[src/rtl/spi_master.sv]
// SPI mode-0 master. Loads a parallel word on start, shifts it out MSB first on
// mosi while capturing miso, then returns the received word with a done pulse.
module spi_master #(
    parameter int DATA_WIDTH = 8,
    parameter int CLK_DIV    = 2
) (
    input  logic                  clk,
    input  logic                  rst,
    input  logic                  start,
    input  logic [DATA_WIDTH-1:0] tx_data,
    output logic [DATA_WIDTH-1:0] rx_data,
    output logic                  busy,
    output logic                  done,
    output logic                  sclk,
    output logic                  mosi,
    input  logic                  miso,
    output logic                  cs_n
);
    if (CLK_DIV < 1) begin : g_bad_div
        $error("spi_master: CLK_DIV must be >= 1");
    end

    localparam int CW = (CLK_DIV > 1) ? $clog2(CLK_DIV) : 1;
    localparam int BW = (DATA_WIDTH > 1) ? $clog2(DATA_WIDTH) : 1;

    typedef enum logic [2:0] {IDLE, LEAD, SHIFT_HI, SHIFT_LO, TRAIL} state_t;

    state_t                state;
    logic [CW-1:0]         div_cnt;
    logic [BW-1:0]         bit_cnt;
    logic [DATA_WIDTH-1:0] tx_shift;
    logic [DATA_WIDTH-1:0] rx_shift;
    logic                  half_end;

    assign half_end = (div_cnt == CW'(CLK_DIV - 1));

    always_ff @(posedge clk) begin
        if (rst) begin
            state    <= IDLE;
            div_cnt  <= '0;
            bit_cnt  <= '0;
            tx_shift <= '0;
            rx_shift <= '0;
            rx_data  <= '0;
            busy     <= 1'b0;
            done     <= 1'b0;
            sclk     <= 1'b0;
            mosi     <= 1'b0;
            cs_n     <= 1'b1;
        end else begin
            done <= 1'b0;
            if (state != IDLE)
                div_cnt <= half_end ? '0 : div_cnt + CW'(1);
            case (state)
                IDLE: begin
                    if (start) begin
                        tx_shift <= tx_data;
                        rx_shift <= '0;
                        cs_n     <= 1'b0;
                        busy     <= 1'b1;
                        mosi     <= tx_data[DATA_WIDTH-1];
                        sclk     <= 1'b0;
                        div_cnt  <= '0;
                        state    <= LEAD;
                    end
                end
                LEAD: begin
                    if (half_end) begin
                        sclk    <= 1'b1;
                        bit_cnt <= BW'(DATA_WIDTH - 1);
                        state   <= SHIFT_HI;
                    end
                end
                SHIFT_HI: begin
                    // miso is sampled on the same edge that drops sclk, before the
                    // slave moves to its next bit.
                    if (half_end) begin
                        sclk              <= 1'b0;
                        rx_shift[bit_cnt] <= miso;
                        mosi              <= (bit_cnt == '0) ? 1'b0 : tx_shift[bit_cnt - BW'(1)];
                        state             <= SHIFT_LO;
                    end
                end
                SHIFT_LO: begin
                    if (half_end) begin
                        if (bit_cnt == '0) begin
                            state <= TRAIL;
                        end else begin
                            sclk    <= 1'b1;
                            bit_cnt <= bit_cnt - BW'(1);
                            state   <= SHIFT_HI;
                        end
                    end
                end
                TRAIL: begin
                    if (half_end) begin
                        cs_n    <= 1'b1;
                        busy    <= 1'b0;
                        mosi    <= 1'b0;
                        done    <= 1'b1;
                        rx_data <= rx_shift;
                        state   <= IDLE;
                    end
                end
                default: state <= IDLE;
            endcase
        end
    end
endmodule

[config.mk]
export PLATFORM = sky130hd
export DESIGN_NAME = spi_master
export DESIGN_NICKNAME = d
export VERILOG_FILES = /design/src/rtl/spi_master.sv
export SDC_FILE = /design/constraint.sdc
export NUM_CORES = 1
export LEC_CHECK = 0
export BUFFER_PORTS_ARGS = -buffer_cell sky130_fd_sc_hd__buf_2
export CAP_MARGIN = 20
export CORE_AREA = 2 2 64 66
export CTS_CLUSTER_DIAMETER = 200
export DETAILED_ROUTE_END_ITERATION = 6
export DIE_AREA = 0 0 66 68
export PLACE_DENSITY = 0.66
export SKIP_LAST_GASP = 1
export SLEW_MARGIN = 25
export SYNTH_ARGS = -nofsm -noshare
export SYNTH_HDL_FRONTEND = slang
export SYNTH_SLANG_ARGS = --single-unit
[constraint.sdc]
create_clock -name clk -period 2.3 [get_ports clk]
set_clock_uncertainty 0.15 [all_clocks]
set_input_delay 0 -clock clk [delete_from_list [all_inputs] [get_ports clk]]
set_output_delay 0 -clock clk [all_outputs]
set_load 0.1 [all_outputs]
* Word level (Yosys, flattened, before mapping) *
Index checks and enable logic that the tools add are counted.

word-level totals
  word-level logic and storage cells = 82
  input port bits = 12
  register bits after elaboration = 36
  output and inout bits = 13

operators by class
  bitwise logic cells = 1
  reduce and logical (&&, ||, !) cells = 18
  $add $sub $neg = 2
  $lt $le $gt $ge = 3
  equality and inequality tests = 10
  mux-type cells = 37

operators by type and width
  kind                                                                          number
  3-bit 2-to-1 mux                                                              9
  1-bit 2-to-1 mux                                                              16
  8-bit 2-to-1 mux                                                              2
  8-bit case mux with 2 select lines                                            1
  3-bit case mux with 5 select lines                                            1
  2-bit inequality test, second input constant                                  6
  8-bit bitwise mux                                                             1
  3-bit by 4-bit less-than comparator with 1-bit output, second input constant  2
  4-bit AND reduction                                                           2
  3-bit by 2-bit equality test with 1-bit output, second input constant         2
  3-bit logical NOT                                                             2
  3-bit case mux with 2 select lines                                            1
  3-bit AND reduction                                                           2
  6-bit AND reduction                                                           1
  2-bit nonzero test                                                            3
  3-bit nonzero test                                                            2
  5-bit AND reduction                                                           1
  1-bit case mux with 2 select lines                                            2
  1-bit case mux with 4 select lines                                            1
  2-bit AND reduction                                                           2
  4-bit nonzero test                                                            1
  1-bit binary-select mux with 3-bit select                                     1
  1-bit demux with 3-bit select                                                 1
  3-bit by 1-bit equality test with 1-bit output, second input constant         1
  other kinds (8)                                                               8

* Longest topological paths before layout *
Gate-level depths: netlist of the first run.

  depth after elaboration = 7
  depth in mapped cells = 7
  depth with buffers taken out = 6

* Worst setup path before layout of the first run *
OpenSTA, ideal clock, no wires.

  path type = flip-flop to flip-flop
  start point = register bit_cnt[1]
  end point = register mosi
  clock period less this slack = 2.352 ns
  path slack = -0.052 ns
  cell stages (with the launch flop) = 8
  data required time = 2.019 ns
  setup time = 0.131 ns
  arrival = 2.071 ns
  buffers on the path = 1
  cell sequence = dfxtp_1 > clkbuf_1 > inv_1 > ha_1 > mux4_1 > a32o_1 > a2111oi_2 > a211oi_1

between the ends
  cells in the longest elaborated chain, start to end = 6
  elaborated cells on any way between the ends = 7
  classes of those cells = 1 x add/sub; 5 x mux; 1 x reduce/logical

RTL lines
  item                                         RTL line  RTL
  from (decl)                                  30        logic [BW-1:0] bit_cnt;
  from (signal assigned)                       70        bit_cnt <= BW'(DATA_WIDTH - 1);
  from (signal assigned)                       90        bit_cnt <= bit_cnt - BW'(1);
  3-bit by 1-bit subtractor with 3-bit output  80        mosi <= (bit_cnt == '0) ? 1'b0 : tx_shift[bit_cnt - BW'(1)];
  1-bit binary-select mux with 3-bit select    80
  1-bit 2-to-1 mux (implied by the code)       80
  1-bit 2-to-1 mux (*)                         80
  1-bit 2-to-1 mux (*)                         77        if (half_end) begin
  1-bit case mux with 3 select lines (*)       54        case (state)
  to (signal assigned)                         61        mosi <= tx_data[DATA_WIDTH-1];
  to (signal assigned)                         80
  to (decl)                                    15        output logic mosi,

Every way passes the cells marked *; elsewhere a longest branch is shown, timed or not. The select of a mux whose other input is x is not followed.
A chain may end at the register's enable or synchronous reset.

* Worst setup path after layout of the first run *
Same ends and word-level chain as after synthesis.

==> results of run 1 <==
[stage by stage]
stage	setup WS (ns)	total power [W]	cell area (µm²)	utilization
detailed placement	0.0695	0.000877	1860	0.483
floorplan	0.00365	0.000825	1670	-
CTS	0.0417	0.00133	2050	0.532
global route	0.0223	0.00138	2050	0.532
global placement	0.118	0.000876	1860	0.483
finish	0.156	0.00131	2050	0.532
[cell type report]
| type | count | share of cell area |
|---|---|---|
| sequential | 36 | 0.351 |
| timing repair buffer | 44 | 0.144 |
| inverter | 5 | 0.00915 |
| clock inverter | 3 | 0.00915 |
| multi-input combinational | 140 | 0.422 |
| tap | 50 | 0.0305 |
| clock buffer | 5 | 0.0336 |
[registers in the layout, indices dropped and copies added (netlist names)]
signal and count:
sclk 1, mosi 1, rx_shift 8, state 3
done 1, tx_shift 8, busy 1, div_cnt 1
rx_data 8, cs_n 1, bit_cnt 3
[logic make-up after synthesis]
family / count (synthesis) / share of synthesized area
fa+ha+maj: 2 / 0.0151
flops: 36 / 0.435
xor+xnor: 1 / 0.00529
mux: 5 / 0.0672
simple gates: 83 / 0.241
compound gates: 49 / 0.187
buf+inv: 19 / 0.0498
[where the power goes]
group          internal, W  total, W  switching, W
combinational    0.0000811  0.000212      0.000130
clock             0.000211  0.000435      0.000225
sequential        0.000645  0.000664     0.0000186
[worst max-delay path, stage by stage (launching register included)]
cell and delay, ns:
dfxtp_1 0.32, inv_2 0.09, ha_4 0.17, mux4_1 0.55, a32o_1 0.29, a2111oi_2 0.30, a211oi_1 0.12
[final timing paths]
path	start	end	cells past startpoint	slack (ns)
max reg2reg	bit_cnt[1]$_SDFFE_PP0P_	mosi$_SDFFE_PP0P_	6	0.16
min	rst	div_cnt$_SDFF_PP0_	2	0.07
max	bit_cnt[1]$_SDFFE_PP0P_	mosi$_SDFFE_PP0P_	6	0.16
min reg2reg	rx_data[5]$_SDFFE_PP0P_	rx_data[5]$_SDFFE_PP0P_	2	0.30
[what timing repair did]
item                                    4_1_cts  5_1_grt
gates resized for setup                       0        2
endpoints found under the setup margin        0        1
hold endpoints to repair                     11        0
hold buffers                                 10        0
buffers inserted                              0        0
[cells in the final DEF, fill, tap and decap left out, types with 2 or more instances in the layout]
cell type      synthesis  routed
nand2_1               39      39
dfxtp_1               36      36
a21oi_1               30      30
buf_2                  3      24
nor2_1                14      14
dlygate4sd3_1          0      10
buf_4                  0      10
nor3_1                 6       6
o211ai_1               6       6
clkbuf_8               0       5
nand2b_1               4       4
mux4_1                 3       3
inv_1                  5       3
nand3_1                3       3
inv_2                  0       2
nand3b_1               2       2
a32o_1                 2       2
nor3b_1                2       2
and4_1                 2       2
a211oi_1               2       2
or4_1                  2       2
or2_0                  2       2
o311ai_1               2       2
a311oi_1               2       2
clkinv_2               0       2
[layer usage]
metal	routed length, µm	GRT usage
met1	1670	0.229
met2	1750	0.302
met3	117	0.0493
met4	38	0.0612
met5	0	0
==> impl_results.md, run 1 <==
- Leak: around 0.8 nW
- # diodes: 0
- Crit Path Max Fanout: 6
- First-pass GRT wire length: between 6000 and 7000 µm
- CP Capture Type: register
- Hold/Removal Path Class: input pin to register
- IO Count: 25
- Initial Util: 0.430
- Post-synth top area cell: dfxtp_1
- Post-synthesis cell area: approximately 0.0017 mm²
- Type of origin of the critical path: register
- Synth-to-Final Area Change: 23.8%
- CP Data Required Time: 2.29 ns
- Final WL: 3580 µm
- Final hold vios: 0
- Num rows: 23
- Final Setup Violations: 0
- Reg area: a little over 700 µm²
- Wire per inst: roughly 13 µm
- Fill count: roughly 390
- CTS Sinks: 36
- Gpl congestion: just under 0.8
- Clk slew on worst S/H paths: ~0.070 ns
- Synthesis Warnings: 0
- Worst path arrival time: 2.13 ns
- Max clock buf depth: 2
- Dominant synthesized flop cell: dfxtp_1
- Initial antenna violation count: 0
- Share of post-route cells with drive strength above 1: 0.206
- Multi-input logic area: 866 µm²
- Status: finished, final reports clean
- Synth async-reset ratio: 0
- Die ar.: about 0.0045 mm²
- Dpl hpwl: about 2500 µm
- DR iter-0 viols: between 70 and 80
- PD cells: ~640 mW/mm²
- PortBufs: 24
- Fin cells: roughly 280
- Worst-Margin Slew: 0.802 ns
- Tcrit/Tclk final: 0.932
- Nets: 246
- Top post-synthesis cells by area: dfxtp_1 (44%), a21oi_1 (9.1%), nand2_1 (8.8%)
- Clock Tree Root: clkbuf_8
- CORE AREA: slightly below 0.004 mm²
- Die Width: about 66 µm
- Die H: 68 µm
- Routed Antenna Nets: 0
- Worst setup path category: register to register
- Top cell type's share of synthesized area: 0.435
- Setup TNS: 0 ns
- RSZ-0062 raised after global routing: no
- VDD IR max: 0.000359 V
- Synth top cells by count: nand2_1 (39), dfxtp_1 (36), a21oi_1 (30), nor2_1 (14), clkbuf_1 (10)
- Max Cap Violations: 0
- Post-Syn Nets: around 210
- Fmax: 466 MHz
- Num CTS Buffers: 5
- Max H-tree Level: 2
- Mean Syn Cell Area: ~8.5 µm²
- Pin count of the biggest net entering global routing: 37
- Clock Latency Late Sink: 0.29 ns
- DR vias: 1458
- Hold_ws: about 0.067 ns
- Final min period: between 2 and 2.5 ns
- Number of flops mapped to enable cells by yosys: 0
- # DRC: 0
- Count leader, synth: nand2_1
- Total grt overflow: 0
- TritonCTS clock tree: yes
- Max-slew violations: 0
- DP Cell Count: around 270
- Vias in the first global route: about 1300
- Routed vias/inst: 5.15
- Seq/Total Area, Yosys: 0.435
- DRT Pass-1 Iters: 5
- Distinct cells, synth: 38
- Slew HR: 0.464
- #FFs+latches synth: 36
- Cell count after synthesis: between 150 and 200
- All-Layer GR Usage: 0.181
Note: power is estimated with default switching activity, not from simulation.
==> inputs of run 2 (changes only) <==
--- a/config.mk
+++ b/config.mk
@@ -12,6 +12,7 @@
 export DETAILED_ROUTE_END_ITERATION = 6
 export DIE_AREA = 0 0 66 68
 export PLACE_DENSITY = 0.66
+export SETUP_SLACK_MARGIN = 0.4
 export SKIP_LAST_GASP = 1
 export SLEW_MARGIN = 25
 export SYNTH_ARGS = -nofsm -noshare
==> run 2 against run 1 <==
  * Clock power rose by 24%
  * Flip-flop and latch count did not move
  * Design area rose by 2.7%
  * Power rose by 8.8%
  * Sequential power barely moved
==> impl_results.md, run 2 (synthesis gave the netlist of run 1 again) <==
- Clk slew on worst S/H paths: 0.07 ns (about the same)
- Final WL: 3700 µm (+3.4%)
- Leak: 0.806 nW (+0.76%)
- Clock Tree Root: clkbuf_8
- Type of origin of the critical path: register
- CORE AREA: 0.00386 mm² (unchanged)
- Max clock buf depth: 2 (unchanged)
- # DRC: 0 (unchanged)
- Total grt overflow: 0 (unchanged)
- Top flop regs: rx_data: 8 flops, rx_shift: 8 flops, tx_shift: 8 flops
- Vias in the first global route: 1340 (+2.2%)
- Num CTS Buffers: 5 (unchanged)
- Die H: 68 µm (unchanged)
- Slew HR: 0.432 (-0.0323)
- All-Layer GR Usage: 0.184 (+0.00217)
- Synth-to-Final Area Change: 27.1%
- Worst path arrival time: 2.01 ns (-0.12 ns)
- Routed vias/inst: 5.25 (+2.0%)
- PD cells: 677 mW/mm² (+5.9%)
- CP Data Required Time: 2.29 ns (about the same)
- Initial antenna violation count: 0 (unchanged)
- Num rows: 23 (unchanged)
- Status: finished, final reports clean
- Commonest non-fill, non-tap cells in the layout: nand2_1 (39), dfxtp_1 (34), a21oi_1 (30), buf_2 (24), nor2_1 (14)
- Worst Slack Setup Final: 0.279 ns (+0.123 ns)
- CTS Sinks: 36 (unchanged)
- Max Cap Violations: 0 (unchanged)
- TritonCTS clock tree: yes
- Fmax: 495 MHz (+6.1%)
- CP Capture Type: register
- Most common cell after layout, fill and taps aside: nand2_1
- Fill count: 364 (-5.7%)
- Dpl hpwl: 2540 µm (+2.5%)
- DRT Pass-1 Iters: 4 (-1)
- Nets: 247 (+0.41%)
- Share of post-route cells with drive strength above 1: 0.226 (+0.0205)
- Routed Antenna Nets: 0 (unchanged)
- Die ar.: 0.00449 mm² (unchanged)
- VDD IR max: 0.000365 V (+1.6%)
- IO Count: 25 (unchanged)
- Initial Util: 0.430 (unchanged)
- Pin count of the biggest net entering global routing: 37 (unchanged)
- Design Area, Final: 0.00211 mm² (+2.7%)
- First-pass GRT wire length: 6230 µm (+0.55%)
- Pre-CTS setup slack: 0.214 ns (+0.145 ns)
- Final hold vios: 0 (unchanged)
- Max H-tree Level: 2 (unchanged)
- Reg2Reg Launch Point: bit_cnt[0]$_SDFFE_PP0P_
- Hold Crit Start: rst
- Gpl congestion: 0.840 (+8.9%)
- Dpl cell area: 0.00187 mm² (+0.20%)
- Final min period: 2.02 ns (-0.123 ns)
- Worst setup path category: register to register
- Setup TNS: 0 ns (unchanged)
- RSZ-0062 raised after global routing: yes
- Tcrit/Tclk final: 0.879 (-0.0536)
- Crit Path Max Fanout: 6 (unchanged)
- # diodes: 0 (unchanged)
- DR vias: 1492 (+2.3%)
- Worst-Margin Slew: 0.850 ns (+0.0484 ns)
- Clock Latency Late Sink: 0.28 ns (about the same)
- Final Setup Violations: 0 (unchanged)
- DR iter-0 viols: 70 (-7.9%)
- CP startpoint: bit_cnt[0]$_SDFFE_PP0P_
- PortBufs: 24 (unchanged)
- Hold/Removal Path Class: input pin to register
- Max-slew violations: 0 (unchanged)
- Wire per inst: 13.0 µm (+3.0%)
- Die Width: 66 µm (unchanged)
[run 2: through the flow]
stage | power (W) | hold WS (ns) | utilization | std cells
floorplan | 0.000829 | -0.0140 | - | 195
global placement | 0.000879 | 0.0914 | 0.484 | 265
detailed placement | 0.000881 | 0.0945 | 0.484 | 265
CTS | 0.00144 | 0.0679 | 0.543 | 284
global route | 0.00150 | 0.118 | 0.546 | 284
finish | 0.00143 | 0.0785 | 0.546 | 284
[run 2: area by class of cell]
class	instances	area [µm²]	area share
inverters	5	26.3	0.0125
repair buffers	45	303	0.144
clock inverters	2	35.0	0.0166
well taps	50	62.6	0.0297
flip-flops and latches	36	723	0.343
multi-input cells	140	883	0.419
clock buffers	6	72.6	0.0345
[run 2: where the power goes]
group,leakage (nW),switching (W),internal (W)
Combinational,0.457,0.000135,0.0000870
Clock,0.0552,0.000216,0.000321
Sequential,0.294,0.0000208,0.000646
[run 2: critical path, cell delays in order, from the launching register on]
cell and delay, ns:
dfxtp_2 0.33, inv_4 0.08, ha_4 0.18, mux4_2 0.49
a32o_1 0.26, a2111oi_4 0.28, a211oi_1 0.10
[run 2: final timing paths]
path / endpoint / slack [ns] / cells past startpoint
setup / recovery: mosi$_SDFFE_PP0P_ / 0.28 / 6
hold / removal: state[2]$_SDFFE_PP0P_ / 0.08 / 2
setup reg to reg: mosi$_SDFFE_PP0P_ / 0.28 / 6
hold reg to reg: rx_data[1]$_SDFFE_PP0P_ / 0.30 / 2
[run 2: timing repair]
action                                  4_1_cts  5_1_grt
resized for setup                             4        1
hold buffers                                 10        0
endpoints found under the setup margin        1       10
cloned                                        0        0
pin swaps                                     2        0
setup buffers                                 1        0
hold endpoints to repair                     10        0
[run 2: routing by layer]
layer | GRT usage | vias up | part of all wire
met4 | 0.0536 | 0 | 0.0092
met5 | 0 | - | 0
met1 | 0.242 | 681 | 0.49
met3 | 0.0493 | 5 | 0.044
met2 | 0.298 | 37 | 0.46
li1 | - | 769 | -
